===== src/rtl/mem_seq_pkg.sv =====
// mem_seq_pkg: states, mode codes and write-pattern table shared by the mem_sweep_seq files.
// The WAIT state exists only when MEM_SEQ_DWELL_EN is defined.
package mem_seq_pkg;
    localparam int RAM_WORDS = 64;
    typedef enum logic [2:0] {
        S_IDLE, S_WR, S_RD_ADDR, S_RD_CHK, S_DONE
`ifdef MEM_SEQ_DWELL_EN
        , S_WAIT
`endif
    } state_e;
    typedef enum logic [1:0] {
        MODE_WR = 2'b00, MODE_VFY = 2'b01, MODE_WV = 2'b10, MODE_WV_ALT = 2'b11
    } mode_e;
    function automatic logic [31:0] exp_pat(input logic [1:0] sel);
        return sel == 2'b00 ? 32'h0000_000F : sel == 2'b01 ? 32'h0000_0DB0 :
               sel == 2'b10 ? 32'h003C_C381 : 32'hFFFF_FFFF;
    endfunction
endpackage


===== src/rtl/mem_seq_addr_gen.sv =====
// mem_seq_addr_gen: loadable wrap-around word-address counter with a last-address flag.
module mem_seq_addr_gen
    import mem_seq_pkg::*;
#(
    parameter int AW = $clog2(RAM_WORDS)
) (
    input  logic          clk_i,
    input  logic          rst_n_i,
    input  logic          load_i,
    input  logic [AW-1:0] lo_i,
    input  logic [AW-1:0] hi_i,
    input  logic          reload_i,
    input  logic          inc_i,
    output logic [AW-1:0] addr_o,
    output logic          last_o
);
    logic [AW-1:0] lo_q, hi_q, addr_q, addr_d;

    always_comb addr_d = load_i ? lo_i : reload_i ? lo_q : inc_i ? addr_q + 1'b1 : addr_q;

    always_ff @(posedge clk_i or negedge rst_n_i) begin
        if (!rst_n_i) begin
            lo_q   <= '0;
            hi_q   <= '0;
            addr_q <= '0;
        end else begin
            addr_q <= addr_d;
            if (load_i) begin
                lo_q <= lo_i;
                hi_q <= hi_i;
            end
        end
    end

    assign addr_o = addr_q;
    assign last_o = addr_q == hi_q;
endmodule


===== src/rtl/mem_sweep_seq.sv =====
// mem_sweep_seq: write/verify sweep sequencer for the RAM_B display stage.
// Define MEM_SEQ_DWELL_EN to insert a DWELL_CYCLES idle WAIT after every write and check.
module mem_sweep_seq
    import mem_seq_pkg::*;
#(
    parameter int AW = $clog2(RAM_WORDS)
`ifdef MEM_SEQ_DWELL_EN
    , parameter int DWELL_CYCLES = 25000000
`endif
) (
    input  logic          Clk,
    input  logic          Reset,
    input  logic          Start,
    input  logic [1:0]    Mode,
    input  logic [1:0]    Pat_Sel,
    input  logic [1:0]    Disp_Sel,
    input  logic [AW-1:0] Addr_Lo,
    input  logic [AW-1:0] Addr_Hi,
    input  logic [31:0]   M_R_Data,
    output logic          Mem_Write,
    output logic          Mem_Read,
    output logic [AW-1:0] Mem_Addr,
    output logic [1:0]    MUX,
    output logic          Busy,
    output logic          Done,
    output logic          Err,
    output logic [AW:0]   Err_Count,
    output logic [AW-1:0] Fail_Addr
);
    state_e        state_q, state_d, step;
    logic          start_dly_q, launch, mis, reload, inc, last;
    logic [1:0]    mode_q, pat_q;
    logic [AW:0]   err_q, err_d;
    logic [AW-1:0] fail_q, fail_d, addr;

    mem_seq_addr_gen #(.AW(AW)) u_addr (
        .clk_i(Clk), .rst_n_i(Reset), .load_i(launch), .lo_i(Addr_Lo), .hi_i(Addr_Hi),
        .reload_i(reload), .inc_i(inc), .addr_o(addr), .last_o(last)
    );

`ifdef MEM_SEQ_DWELL_EN
    state_e        ret_q, ret_d;
    logic [24:0]   cnt_q;
    logic [AW-1:0] hold_q;
`endif

    always_comb begin
        launch = Start & ~start_dly_q & (state_q == S_IDLE | state_q == S_DONE);
        mis    = state_q == S_RD_CHK && M_R_Data != exp_pat(pat_q);
        reload = state_q == S_WR & last & mode_q != MODE_WR;
        inc    = (state_q == S_WR | state_q == S_RD_CHK) & ~last;
        err_d  = launch ? '0 : mis ? err_q + 1'b1 : err_q;
        fail_d = launch ? '0 : (mis && err_q == '0) ? addr : fail_q;
        case (state_q)
            S_IDLE, S_DONE: step = launch ? (Mode == MODE_VFY ? S_RD_ADDR : S_WR) : state_q;
            S_WR:           step = !last ? S_WR : mode_q == MODE_WR ? S_DONE : S_RD_ADDR;
            S_RD_ADDR:      step = S_RD_CHK;
            S_RD_CHK:       step = last ? S_DONE : S_RD_ADDR;
            default:        step = state_q;
        endcase
        state_d = step;
`ifdef MEM_SEQ_DWELL_EN
        ret_d = ret_q;
        if (state_q == S_WR || state_q == S_RD_CHK) begin
            state_d = S_WAIT;
            ret_d   = step;
        end else if (state_q == S_WAIT) begin
            state_d = cnt_q == 25'(DWELL_CYCLES - 1) ? ret_q : S_WAIT;
        end
`endif
    end

    always_ff @(posedge Clk or negedge Reset) begin
        if (!Reset) begin
            state_q     <= S_IDLE;
            start_dly_q <= 1'b0;
            mode_q      <= '0;
            pat_q       <= '0;
            err_q       <= '0;
            fail_q      <= '0;
        end else begin
            state_q     <= state_d;
            start_dly_q <= Start;
            err_q       <= err_d;
            fail_q      <= fail_d;
            if (launch) begin
                mode_q <= Mode;
                pat_q  <= Pat_Sel;
            end
        end
    end

`ifdef MEM_SEQ_DWELL_EN
    // The address counter already steps during WR/RD_CHK, so WAIT shows the captured one.
    always_ff @(posedge Clk or negedge Reset) begin
        if (!Reset) begin
            ret_q  <= S_IDLE;
            cnt_q  <= '0;
            hold_q <= '0;
        end else begin
            ret_q  <= ret_d;
            cnt_q  <= state_q == S_WAIT ? cnt_q + 1'b1 : '0;
            hold_q <= state_q == S_WAIT ? hold_q : addr;
        end
    end
    assign Mem_Addr = state_q == S_WAIT ? hold_q : addr;
`else
    assign Mem_Addr = addr;
`endif

    assign Mem_Write = state_q == S_WR;
    assign Mem_Read  = state_q == S_RD_ADDR | state_q == S_RD_CHK;
    assign MUX       = state_q == S_WR ? pat_q : Disp_Sel;
    assign Busy      = !(state_q == S_IDLE | state_q == S_DONE);
    assign Done      = state_q == S_DONE;
    assign Err       = state_q == S_DONE && err_q != '0;
    assign Err_Count = err_q;
    assign Fail_Addr = fail_q;
endmodule


===== config.mk =====
export PLATFORM = sky130hd
export DESIGN_NAME = mem_sweep_seq
export DESIGN_NICKNAME = d
export VERILOG_FILES = /design/src/rtl/mem_seq_pkg.sv /design/src/rtl/mem_seq_addr_gen.sv /design/src/rtl/mem_sweep_seq.sv
export SDC_FILE = /design/constraint.sdc
export NUM_CORES = 1
export LEC_CHECK = 0
export CORE_MARGIN = 8
export CORE_UTILIZATION = 41
export DETAILED_ROUTE_END_ITERATION = 8
export PLACE_DENSITY_LB_ADDON = 0.15
export SKIP_CTS_REPAIR_TIMING = 1
export SYNTH_ARGS = -nofsm -noshare
export SYNTH_HDL_FRONTEND = slang
export SYNTH_SLANG_ARGS = --single-unit

===== constraint.sdc =====
create_clock -name Clk -period 1.89 [get_ports Clk]
set_input_delay 0.189 -clock Clk [delete_from_list [all_inputs] [get_ports Clk]]
set_output_delay 0.189 -clock Clk [all_outputs]
set_load 0.02 [all_outputs]

==> results of run 1 <==
-- cell usage in the layout (no fill, tap or decap), types with 3 or more instances in the layout --
cell,count
ha_1,5
inv_1,7
nor2_1,15
o21ai_1,4
and4_1,3
nand2_1,51
o21ai_0,10
o22a_1,3
nand4_1,4
dlymetal6s2s_1,6
nand3_1,9
clkbuf_8,6
dfrtp_2,4
nor4_1,5
nor4_2,3
mux2i_1,12
xnor2_1,7
a31oi_1,3
clkdlybuf4s50_1,71
buf_12,3
o211ai_1,3
dfrtp_1,35
buf_4,34
-- flip-flops by register name, summed over array words and instances (netlist names) --
| register | flops |
|---|---|
| start_dly_q | 1 |
| pat_q | 2 |
| Err_Count | 7 |
| state_q | 3 |
| Fail_Addr | 6 |
| u_addr.hi_q | 6 |
| u_addr.lo_q | 6 |
| u_addr.addr_o | 6 |
| mode_q | 2 |
-- cell usage after synthesis (3+ instances only) --
master     n  area, um^2
nand2_1   53         199
dfrtp_1   39         976
nor2_1    15        56.3
o21ai_0   13        65.1
mux2i_1   12         120
nor4_1    10        62.6
inv_1      9        33.8
nand3_1    9        45.0
ha_1       7        87.6
xnor2_1    7        61.3
nand4_1    4        25.0
a21oi_1    3        15.0
a31oi_1    3        18.8
and4_1     3        26.3
mux2_2     3        33.8
o211ai_1   3        22.5
o21ai_1    3        15.0
o22a_1     3        26.3
o31ai_1    3        22.5
-- cells by family (layout without fill, tap and decap cells) --
family	Yosys count	count (layout)
simple gates	115	115
compound gates	41	42
flops	39	39
buf+inv	18	136
mux	15	15
xor+xnor	9	9
fa+ha+maj	7	7
-- final cells by class --
type | instances | area share, %
Timing Repair Buffer | 119 | 31.3
Sequential cell | 39 | 26.4
Clock inverter | 1 | 0.135
Inverter | 9 | 0.909
Clock buffer | 7 | 2.32
Multi-Input combinational cell | 188 | 36.5
Tap cell | 72 | 2.42
-- how the worst max path moves through the flow --
stage                                       from                           end  depth (start not counted)
floorplan           u_addr.addr_o[2]$_DFFE_PN0P_  u_addr.addr_o[1]$_DFFE_PN0P_                          8
global placement            pat_q[1]$_DFFE_PN0P_      Err_Count[6]$_DFFE_PN0P_                          9
detailed placement                  M_R_Data[22]      Err_Count[1]$_DFFE_PN0P_                          9
CTS                         pat_q[1]$_DFFE_PN0P_      Err_Count[5]$_DFFE_PN0P_                          9
global route                pat_q[0]$_DFFE_PN0P_      Err_Count[6]$_DFFE_PN0P_                          9
finish                      pat_q[1]$_DFFE_PN0P_      Err_Count[6]$_DFFE_PN0P_                          9
-- power by group --
part / total [mW] / switching [mW] / internal [mW]
registers: 1.51 / 0.281 / 1.23
clock network: 0.575 / 0.281 / 0.294
logic: 2.94 / 1.44 / 1.51
-- layer usage --
layer	routed length (um)	GRT usage (%)	part of all wire, %
met1	2950	19.7	43
met2	3460	27.1	51
met3	348	4.66	5.1
met4	74	5.13	1.1
met5	0	0	0
-- stage by stage --
step | cell area (um^2) | std cells | total power, mW | worst slack (ns) | utilization (%)
6_report | 3720 | 435 | 5.03 | -0.240 | 68.8
3_5_place_dp | 3430 | 422 | 4.28 | -0.404 | 63.4
4_1_cts | 3520 | 430 | 4.87 | -0.380 | 65.1
2_1_floorplan | 2320 | 244 | 3.01 | -0.141 | -
5_1_grt | 3720 | 435 | 5.40 | -0.310 | 68.8
3_3_place_gp | 3430 | 422 | 4.22 | -0.278 | 63.4
-- worst max-delay path: stages (launching register included) --
cell     delay [ns]
dfrtp_1        0.39
buf_4          0.15
ha_4           0.18
and4_1         0.15
mux2i_1        0.20
nor4_2         0.08
buf_4          0.16
a21o_4         0.21
or4_4          0.41
a21oi_2        0.12
==> run summary, run 1 <==
final hold violations: 0
r2r setup slk: -0.24 ns
largest family of logic cells by synthesized area: simple AND/OR/NAND/NOR gates
fillers: 446
area of combinational cells with multiple inputs: 0.00136 mm^2
leakage dissipation: 1.71 nW
syn nets: 304
run status: finished, violations left
r2r worst-path depth: 9
number of flops mapped to enable cells by yosys: 0
Hold WS: 0.384 ns
part of the Yosys area used for sequential elements: 43.5%
level count of the clock H-tree: 2
Total Neg Setup Slack: -2.26 ns
portion of the clock cycle consumed by the worst path in the final layout: 113%
clock period minus final worst setup slack: 2.13 ns
Starting Density: 41.5%
type of element launching the critical path: flop
count of different cell masters after synthesis: 50
routed vias: 2297
Final WS setup: -0.240 ns
Syn Inst Count: 244
first-pass detailed-route iteration total: 4
global-route wire length before repair: 10900 um
pins over their slew limit: 0
multiplexer share of the synthesized area: 6.86%
RSZ-0062 raised after global routing: true
Reg-to-Reg Start: pat_q[1]$_DFFE_PN0P_
Setup-failing EPs final: 17
max-slew headroom at the worst pin: 69.1%
final global-route overflow total: 0
growth of design area from synthesis to finish: 65.6%
number of buffers on the longest clock path: 2
post-synthesis sequential element count: 39
Clock Pin Slew Worst Setup and Hold Paths: 0.07 ns
fmax: 470 MHz
root buffer cell: clkbuf_8
maximum capacitance violations: 0
Post-Synth Adder-Cell Area: 3.90%
final routed wire length divided by cell count: 15.7 um
clock tree from TritonCTS: yes
I/O Pins: 79
Die Outline Area: 0.00810 mm^2
routed wire length: 6830 um
post-route ant nets: 0
proportion of register bits with asynchronous set or reset after synthesis: 100%
critical path data arrival time: 2.35 ns
core outline area: 0.00541 mm^2
critical register-to-register path endpoint: Err_Count[6]$_DFFE_PN0P_
clock insertion delay at the later pin of the skew report: 0.29 ns
# nets final: 422
Post-Synth XOR/XNOR Area: 3.85%
initial antenna violation count: 0
number of input and output port buffers inserted: 78
basic-gate share of the synthesized area counting and, or, nand and nor cells: 25.8%
DRC violation total after the first TritonRoute iteration: 54
CP required: 2.11 ns
final clock skew: 0.00854 ns
post-synthesis instance area: 0.00224 mm^2
flip-flop cell with the highest count after synthesis: dfrtp_1
crit path capture type: flop
HPWL after detailed placement: 5220 um
combined flip-flop and latch cell area: 981 um^2
total of warnings raised by yosys: 0
critical path class: reg -> reg
number of global-route vias before repair: 2308
overall track demand over capacity in global routing: 16.2%
compound-cell area share of the yosys netlist: 12.2%
TritonCTS Buffers: 5
Worst-Margin Slew: 0.464 ns
worst min-delay path class: in -> async
DRC viols: 0
proportion of layout cells with a drive suffix above 1: 22.3%
power per cell area: 1350 mW/mm^2
Die Width: 90.0 um
FP Rows: 27
vertical die dimension: 90.0 um
CTS sink cnt: 39
average via count per standard cell: 5.28
largest vdd supply drop: 0.954 mV
Max Fanout on Critical Path: 6
pin count of the biggest net entering global routing: 22
violated checks: negative setup slack
mean instance size in the synthesized netlist: 9.20 um^2
final antenna diode count: 0
placer congestion estimate: 0.807
Power figures use the tool's default switching activity.
==> run 2, diff against run 1 <==
Settings changed: SYNTH_HIERARCHICAL set to 1.
==> run 2 against run 1 <==
Effect of this change: clock-buffer cell count down 1; the flow still finishes with violations (negative setup slack); critical path depth unchanged; combinational power up 3%; power up 7.2%.
==> run summary, run 2 <==
Worst-Margin Slew: 0.582 ns (+0.119 ns)
maximum capacitance violations: 0 (unchanged)
critical path data arrival time: 2.35 ns (about the same)
most frequent standard cell in the layout excluding fill and tap cells: clkdlybuf4s50_1
number of flops mapped to enable cells by yosys: 0 (unchanged)
portion of the clock cycle consumed by the worst path in the final layout: 113% (+0.45 points)
syn nets: 303 (-0.33%)
final clock skew: 0.0106 ns (+0.00202 ns)
FP Rows: 27 (unchanged)
post-synthesis sequential element count: 39 (unchanged)
most used standard cell by instance count after synthesis: dfrtp_1
number of global-route vias before repair: 2332 (+1.0%)
proportion of layout cells with a drive suffix above 1: 29.0% (+6.7 points)
pin count of the biggest net entering global routing: 26 (+18%)
RSZ-0062 raised after global routing: true
part of the Yosys area used for sequential elements: 42.4% (-1.1 points)
slowest cell on the critical path: dfrtp_2
growth of design area from synthesis to finish: 66.3%
post-synthesis instance area: 0.00230 mm^2 (+2.6%)
routed wire length: 6470 um (-5.3%)
count of different cell masters after synthesis: 49 (-2.0%)
critical path class: reg -> reg
cell accounting for the most synthesized area: dfrtp_1
fillers: 455 (+2.0%)
crit path capture type: flop
max reg flops: 7 (unchanged)
max-slew headroom at the worst pin: 60.8% (-8.2 points)
DRC violation total after the first TritonRoute iteration: 64 (+19%)
Synth top area share: 42.4% (-1.1 points)
root buffer cell: clkbuf_8
placer congestion estimate: 0.806 (-0.24%)
clock insertion delay at the later pin of the skew report: 0.29 ns (about the same)
Total Neg Setup Slack: -2.55 ns (-0.285 ns)
TritonCTS Buffers: 5 (unchanged)
clock tree from TritonCTS: yes
# nets final: 424 (+0.47%)
average via count per standard cell: 5.04 (-4.6%)
Syn Inst Count: 243 (-0.41%)
Reg-to-Reg Start: pat_q[0]$_DFFE_PN0P_
I/O Pins: 79 (unchanged)
first-pass detailed-route iteration total: 5 (+1)
CTS sink cnt: 39 (unchanged)
critical path, cell by cell: ha_2, nor4_2, mux2i_1, nor4_2, buf_4, nand3_4, buf_6, nand3_1, mux2i_1
core outline area: 0.00547 mm^2 (+1.3%)
area post-placement: 0.00347 mm^2 (+1.2%)
number of buffers on the longest clock path: 2 (unchanged)
type of element launching the critical path: flop
Die Width: 91.0 um (+1.1%)
post-route cell area: 0.00383 mm^2 (+3.0%)
Clock Pin Slew Worst Setup and Hold Paths: 0.08 ns (about the same)
clock period minus final worst setup slack: 2.14 ns (+0.00849 ns)
Starting Density: 42.1% (+0.56 points)
critical register-to-register path endpoint: Err_Count[2]$_DFFE_PN0P_
run status: finished, violations left
Die Outline Area: 0.00827 mm^2 (+2.2%)
violated checks: negative setup slack
power per cell area: 1410 mW/mm^2 (+4.1%)
commonest cells in the synthesized netlist: dfrtp_1, nand2_1, inv_1, nor2_1, o21ai_0
global-route wire length before repair: 11100 um (+2.0%)
final hold violations: 0 (unchanged)
leakage dissipation: 1.76 nW (+3.0%)
HPWL after detailed placement: 5200 um (-0.40%)
most frequent cells in the layout: clkdlybuf4s50_1, buf_4, dfrtp_1, nand2_1, inv_1
peak per-stage delay on the critical path: 0.44 ns (+0.03 ns)
CP required: 2.10 ns (about the same)
vertical die dimension: 91.0 um (+1.1%)
initial antenna violation count: 0 (unchanged)
mean instance size in the synthesized netlist: 9.48 um^2 (+3.0%)
Max Fanout on Critical Path: 6 (unchanged)
DRC viols: 0 (unchanged)
routed vias: 2201 (-4.2%)
leading post-synthesis cells by cell area: dfrtp_1, mux2i_1, mux2_2
proportion of register bits with asynchronous set or reset after synthesis: 100% (unchanged)
Setup-failing EPs final: 14 (-3)
flip-flop cell with the highest count after synthesis: dfrtp_1
level count of the clock H-tree: 2 (unchanged)
Worst path top cell family by delay: simple AND/OR/NAND/NOR gates
number of input and output port buffers inserted: 78 (unchanged)
final antenna diode count: 0 (unchanged)
final routed wire length divided by cell count: 14.8 um (-5.7%)
largest vdd supply drop: 0.774 mV (-19%)
final global-route overflow total: 0 (unchanged)
r2r setup slk: -0.25 ns (about the same)
pins over their slew limit: 0 (unchanged)
worst min-delay path class: in -> async
overall track demand over capacity in global routing: 16.0% (-0.22 points)
total of warnings raised by yosys: 6 (+6)
Final WS setup: -0.248 ns (-0.00849 ns)
number of stages on the worst setup path: 9 (unchanged)
buffers and inverters on the worst path: 2 (unchanged)
fmax: 468 MHz (-0.40%)
post-route ant nets: 0 (unchanged)
r2r worst-path depth: 9 (unchanged)
## run 2: cell types whose count changed after synthesis, moves of 3 or more
cell,change
nand2_1,-23
inv_1,+11
mux2_2,+7
a21oi_1,+4
nand2b_1,+4
nor4_1,-4
xor2_1,+4
nor3_1,+3
o211ai_1,-3
o22a_1,-3
## run 2: final cells by class
| type | count | area [um^2] | share of cell area, % |
|---|---|---|---|
| inverter | 20 | 75.1 | 1.96 |
| clock buffer | 6 | 72.6 | 1.89 |
| timing repair buffer | 122 | 1160 | 30.2 |
| sequential | 39 | 983 | 25.7 |
| clock inverter | 2 | 60.1 | 1.57 |
| multi-input combinational | 176 | 1390 | 36.3 |
| tap | 72 | 90.1 | 2.35 |
## run 2: per-layer routing
layer	global-route usage [%]	vias to the layer above	wire, um
met5	0	-	0
met1	20.3	1039	2880
met2	26.8	48	3280
met4	3.82	0	67
li1	-	1106	-
met3	3.79	8	241
## run 2: cells by family (layout without fill, tap and decap cells)
logic type / count (synthesis) / count (layout) / share of synthesized area, %
AOI/OAI and AO/OA: 39 / 39 / 11.2
and+or+nand+nor: 97 / 97 / 23.3
xor gates and xnor gates: 11 / 11 / 4.18
DFF: 39 / 39 / 42.4
buffers and inverters: 28 / 150 / 5.05
muxes: 22 / 22 / 10.1
adders and majority gates: 7 / 7 / 3.80
## run 2: per-stage QoR
stage	utilization, %	setup WS [ns]	power (mW)	std cells	hold slack (ns)
2_1_floorplan	-	-0.244	3.02	243	-0.107
3_5_place_dp	63.4	-0.371	4.31	425	0.226
6_report	70.0	-0.248	5.39	437	0.438
5_1_grt	70.0	-0.385	5.81	437	0.476
4_1_cts	65.8	-0.399	5.13	433	-0.0949
3_3_place_gp	63.4	-0.297	4.22	425	0.224
## run 2: power breakdown
group | total (mW) | switching [mW] | internal [mW]
Combinational | 3.04 | 1.45 | 1.58
Sequential | 1.55 | 0.295 | 1.25
Clock | 0.812 | 0.284 | 0.528
Total | 5.39 | 2.03 | 3.36
## run 2: worst max-delay path by stage
stage                         start                  endpoint  slack [ns]
2_1_floorplan  pat_q[0]$_DFFE_PN0P_  Err_Count[1]$_DFFE_PN0P_       -0.24
3_3_place_gp   pat_q[0]$_DFFE_PN0P_  Err_Count[1]$_DFFE_PN0P_       -0.30
3_5_place_dp   pat_q[0]$_DFFE_PN0P_  Err_Count[3]$_DFFE_PN0P_       -0.37
4_1_cts        pat_q[0]$_DFFE_PN0P_  Err_Count[3]$_DFFE_PN0P_       -0.40
5_1_grt        pat_q[0]$_DFFE_PN0P_  Err_Count[2]$_DFFE_PN0P_       -0.39
6_report       pat_q[0]$_DFFE_PN0P_  Err_Count[2]$_DFFE_PN0P_       -0.25
==> run 3, diff against run 2 <==
Settings changed: CORE_UTILIZATION 41 to 46.
Clock period 1.89 ns to 2.2 ns, I/O delays scaled along.
==> run 3 against run 2 <==
Effect of this change: maximum frequency increased by 0.21%; via count is 3.3% lower; largest power group unchanged; clock-buffer cell count unchanged; the run now ends clean; highest routed layer unchanged; worst setup slack improved by 0.31 ns; largest cell class unchanged; sequential share of layout area rose by 2.2 points; wire length fell by 4.8%.
==> run summary, run 3 (synthesis gave the netlist of run 2 again) <==
share of total power in combinational logic: 53.3% (-3.0 points)
# nets final: 402 (-5.2%)
FP Rows: 25 (-7.4%)
portion of the clock cycle consumed by the worst path in the final layout: 97.0% (-16 points)
Placed Cells: 397 (-6.6%)
final clock skew: 0.0103 ns (-0.000295 ns)
vertical die dimension: 86.8 um (-4.6%)
net switching fraction of the power: 38.5% (+0.83 points)
number of input and output port buffers inserted: 78 (unchanged)
Internal Pwr Total: 2.59 mW (-23%)
power after layout: 4.21 mW (-22%)
fraction of power consumed by sequential logic: 32.0% (+3.3 points)
r2r worst-path depth: 9 (unchanged)
TritonCTS Buffers: 5 (unchanged)
final antenna diode count: 0 (unchanged)
placer congestion estimate: 0.834 (+3.6%)
RSZ-0062 raised after global routing: true
Die Width: 86.8 um (-4.6%)
I/O Pins: 79 (unchanged)
average via count per standard cell: 5.19 (+3.1%)
routed wire length: 6160 um (-4.8%)
initial antenna violation count: 0 (unchanged)
Die Outline Area: 0.00753 mm^2 (-9.0%)
root buffer cell: clkbuf_8
leakage dissipation: 1.58 nW (-10%)
run status: finished, final reports clean
fillers: 349 (-23%)
final routed wire length divided by cell count: 15.0 um (+1.4%)
routed vias: 2128 (-3.3%)
critical path class: reg -> reg
final hold violations: 0 (unchanged)
CP required: 2.43 ns (+0.33 ns)
CTS sink cnt: 39 (unchanged)
power per cell area: 1200 mW/mm^2 (-15%)
Reg-to-Reg Start: pat_q[0]$_DFFE_PN0P_
level count of the clock H-tree: 2 (unchanged)
number of buffers on the longest clock path: 2 (unchanged)
Starting Density: 48.1% (+6.0 points)
fmax: 469 MHz (+0.21%)
crit path capture type: flop
critical register-to-register path endpoint: Err_Count[6]$_DFFE_PN0P_
clock insertion delay at the later pin of the skew report: 0.29 ns (about the same)
clock period minus final worst setup slack: 2.13 ns (-0.00456 ns)
max-slew headroom at the worst pin: 42.5% (-18 points)
Clock Power Share: 14.7% (-0.4 points)
HPWL after detailed placement: 4730 um (-9.0%)
filler-free cell count of the finished design: 410 (-6.2%)
most frequent standard cell in the layout excluding fill and tap cells: clkdlybuf4s50_1
growth of design area from synthesis to finish: 51.9%
Clock Pin Slew Worst Setup and Hold Paths: 0.08 ns (about the same)
pins over their slew limit: 0 (unchanged)
type of element launching the critical path: flop
most frequent cells in the layout: clkdlybuf4s50_1, dfrtp_1, nand2_1, buf_4, inv_1
Hold WS: 0.0340 ns (-0.404 ns)
DRC violation total after the first TritonRoute iteration: 79 (+23%)
first-pass detailed-route iteration total: 4 (-1)
final global-route overflow total: 0 (unchanged)
Setup-failing EPs final: 0 (-14)
largest vdd supply drop: 0.870 mV (+12%)
DRC viols: 0 (unchanged)
overall track demand over capacity in global routing: 16.2% (+0.18 points)
maximum capacitance violations: 0 (unchanged)
critical path data arrival time: 2.36 ns (about the same)
clock tree from TritonCTS: yes
Worst-Margin Slew: 0.862 ns (+0.280 ns)
r2r setup slk: 0.07 ns (+0.31 ns)
pin count of the biggest net entering global routing: 40 (+54%)
worst min-delay path class: in -> async
global-route wire length before repair: 9790 um (-12%)
max reg flops: 7 (unchanged)
worst setup path startpoint: pat_q[0]$_DFFE_PN0P_
Max Fanout on Critical Path: 7 (+1)
core outline area: 0.00479 mm^2 (-13%)
Net Sw Power: 1.62 mW (-20%)
proportion of layout cells with a drive suffix above 1: 19.2% (-9.8 points)
number of global-route vias before repair: 2196 (-5.8%)
post-route ant nets: 0 (unchanged)
## run 3: cell types whose count changed in the layout (fill, tap and decap cells not counted), moves of 3 or more
cell,delta
buf_4,-16
buf_6,-4
clkdlybuf4s50_1,+4
dfrtp_1,+5
dfrtp_2,-5
dlymetal6s2s_1,-4
nor3_1,+3
xnor2_1,+3
xnor2_2,-3
## run 3: cell type report
class,instances,area (um^2),share of cell area [%]
clock inverter,2,35.0,1.00
tap,67,83.8,2.40
multi-input combinational,176,1290,37.0
clock buffer,6,82.6,2.36
inverter,20,75.1,2.15
timing repair buffer,100,952,27.2
sequential,39,977,27.9
## run 3: metal layers
metal,part of all wire (%),vias up,global-route usage (%)
met5,0,-,0
met4,1.7,0,5.63
met3,5.1,10,3.31
met2,52,54,28.3
met1,42,1011,19.1
li1,-,1053,-
## run 3: worst max path at each step
stage	slack, ns	depth (start not counted)	end
2_1_floorplan	0.02	7	Err_Count[1]$_DFFE_PN0P_
6_report	0.07	9	Err_Count[6]$_DFFE_PN0P_
4_1_cts	-0.08	7	Err_Count[1]$_DFFE_PN0P_
5_1_grt	-0.05	9	Err_Count[6]$_DFFE_PN0P_
3_5_place_dp	-0.07	7	Err_Count[1]$_DFFE_PN0P_
3_3_place_gp	0.03	8	Err_Count[6]$_DFFE_PN0P_
## run 3: power groups by stage
| stage | sequential, mW | clock, mW | combinational, mW |
|---|---|---|---|
| after floorplan | 1.55 | 0 | 0.998 |
| after global placement | 1.33 | 0 | 2.06 |
| after detailed placement | 1.36 | 0 | 2.11 |
| after CTS | 1.34 | 0.636 | 2.12 |
| after global routing | 1.39 | 0.665 | 2.45 |
| final | 1.34 | 0.620 | 2.24 |
## run 3: worst max-delay path: stages, from the launching register on
cell and delay (ns):
dfrtp_2 0.42, inv_2 0.07, ha_4 0.27, nor4b_4 0.19, o22ai_2 0.14, nor4_4 0.34, nand3_2 0.14, buf_6 0.17
a41o_1 0.23, a21oi_2 0.11
## run 3: through the flow
| step | instance area, um^2 | utilization, % | worst slack, ns | setup TNS (ns) |
|---|---|---|---|---|
| 3_5_place_dp | 3250 | 68.0 | -0.0739 | -0.155 |
| 5_1_grt | 3500 | 73.1 | -0.0536 | -0.105 |
| 6_report | 3500 | 73.1 | 0.0663 | 0 |
| 2_1_floorplan | 2310 | - | 0.0237 | 0 |
| 3_3_place_gp | 3250 | 68.0 | 0.0269 | 0 |
| 4_1_cts | 3370 | 70.5 | -0.0845 | -0.361 |
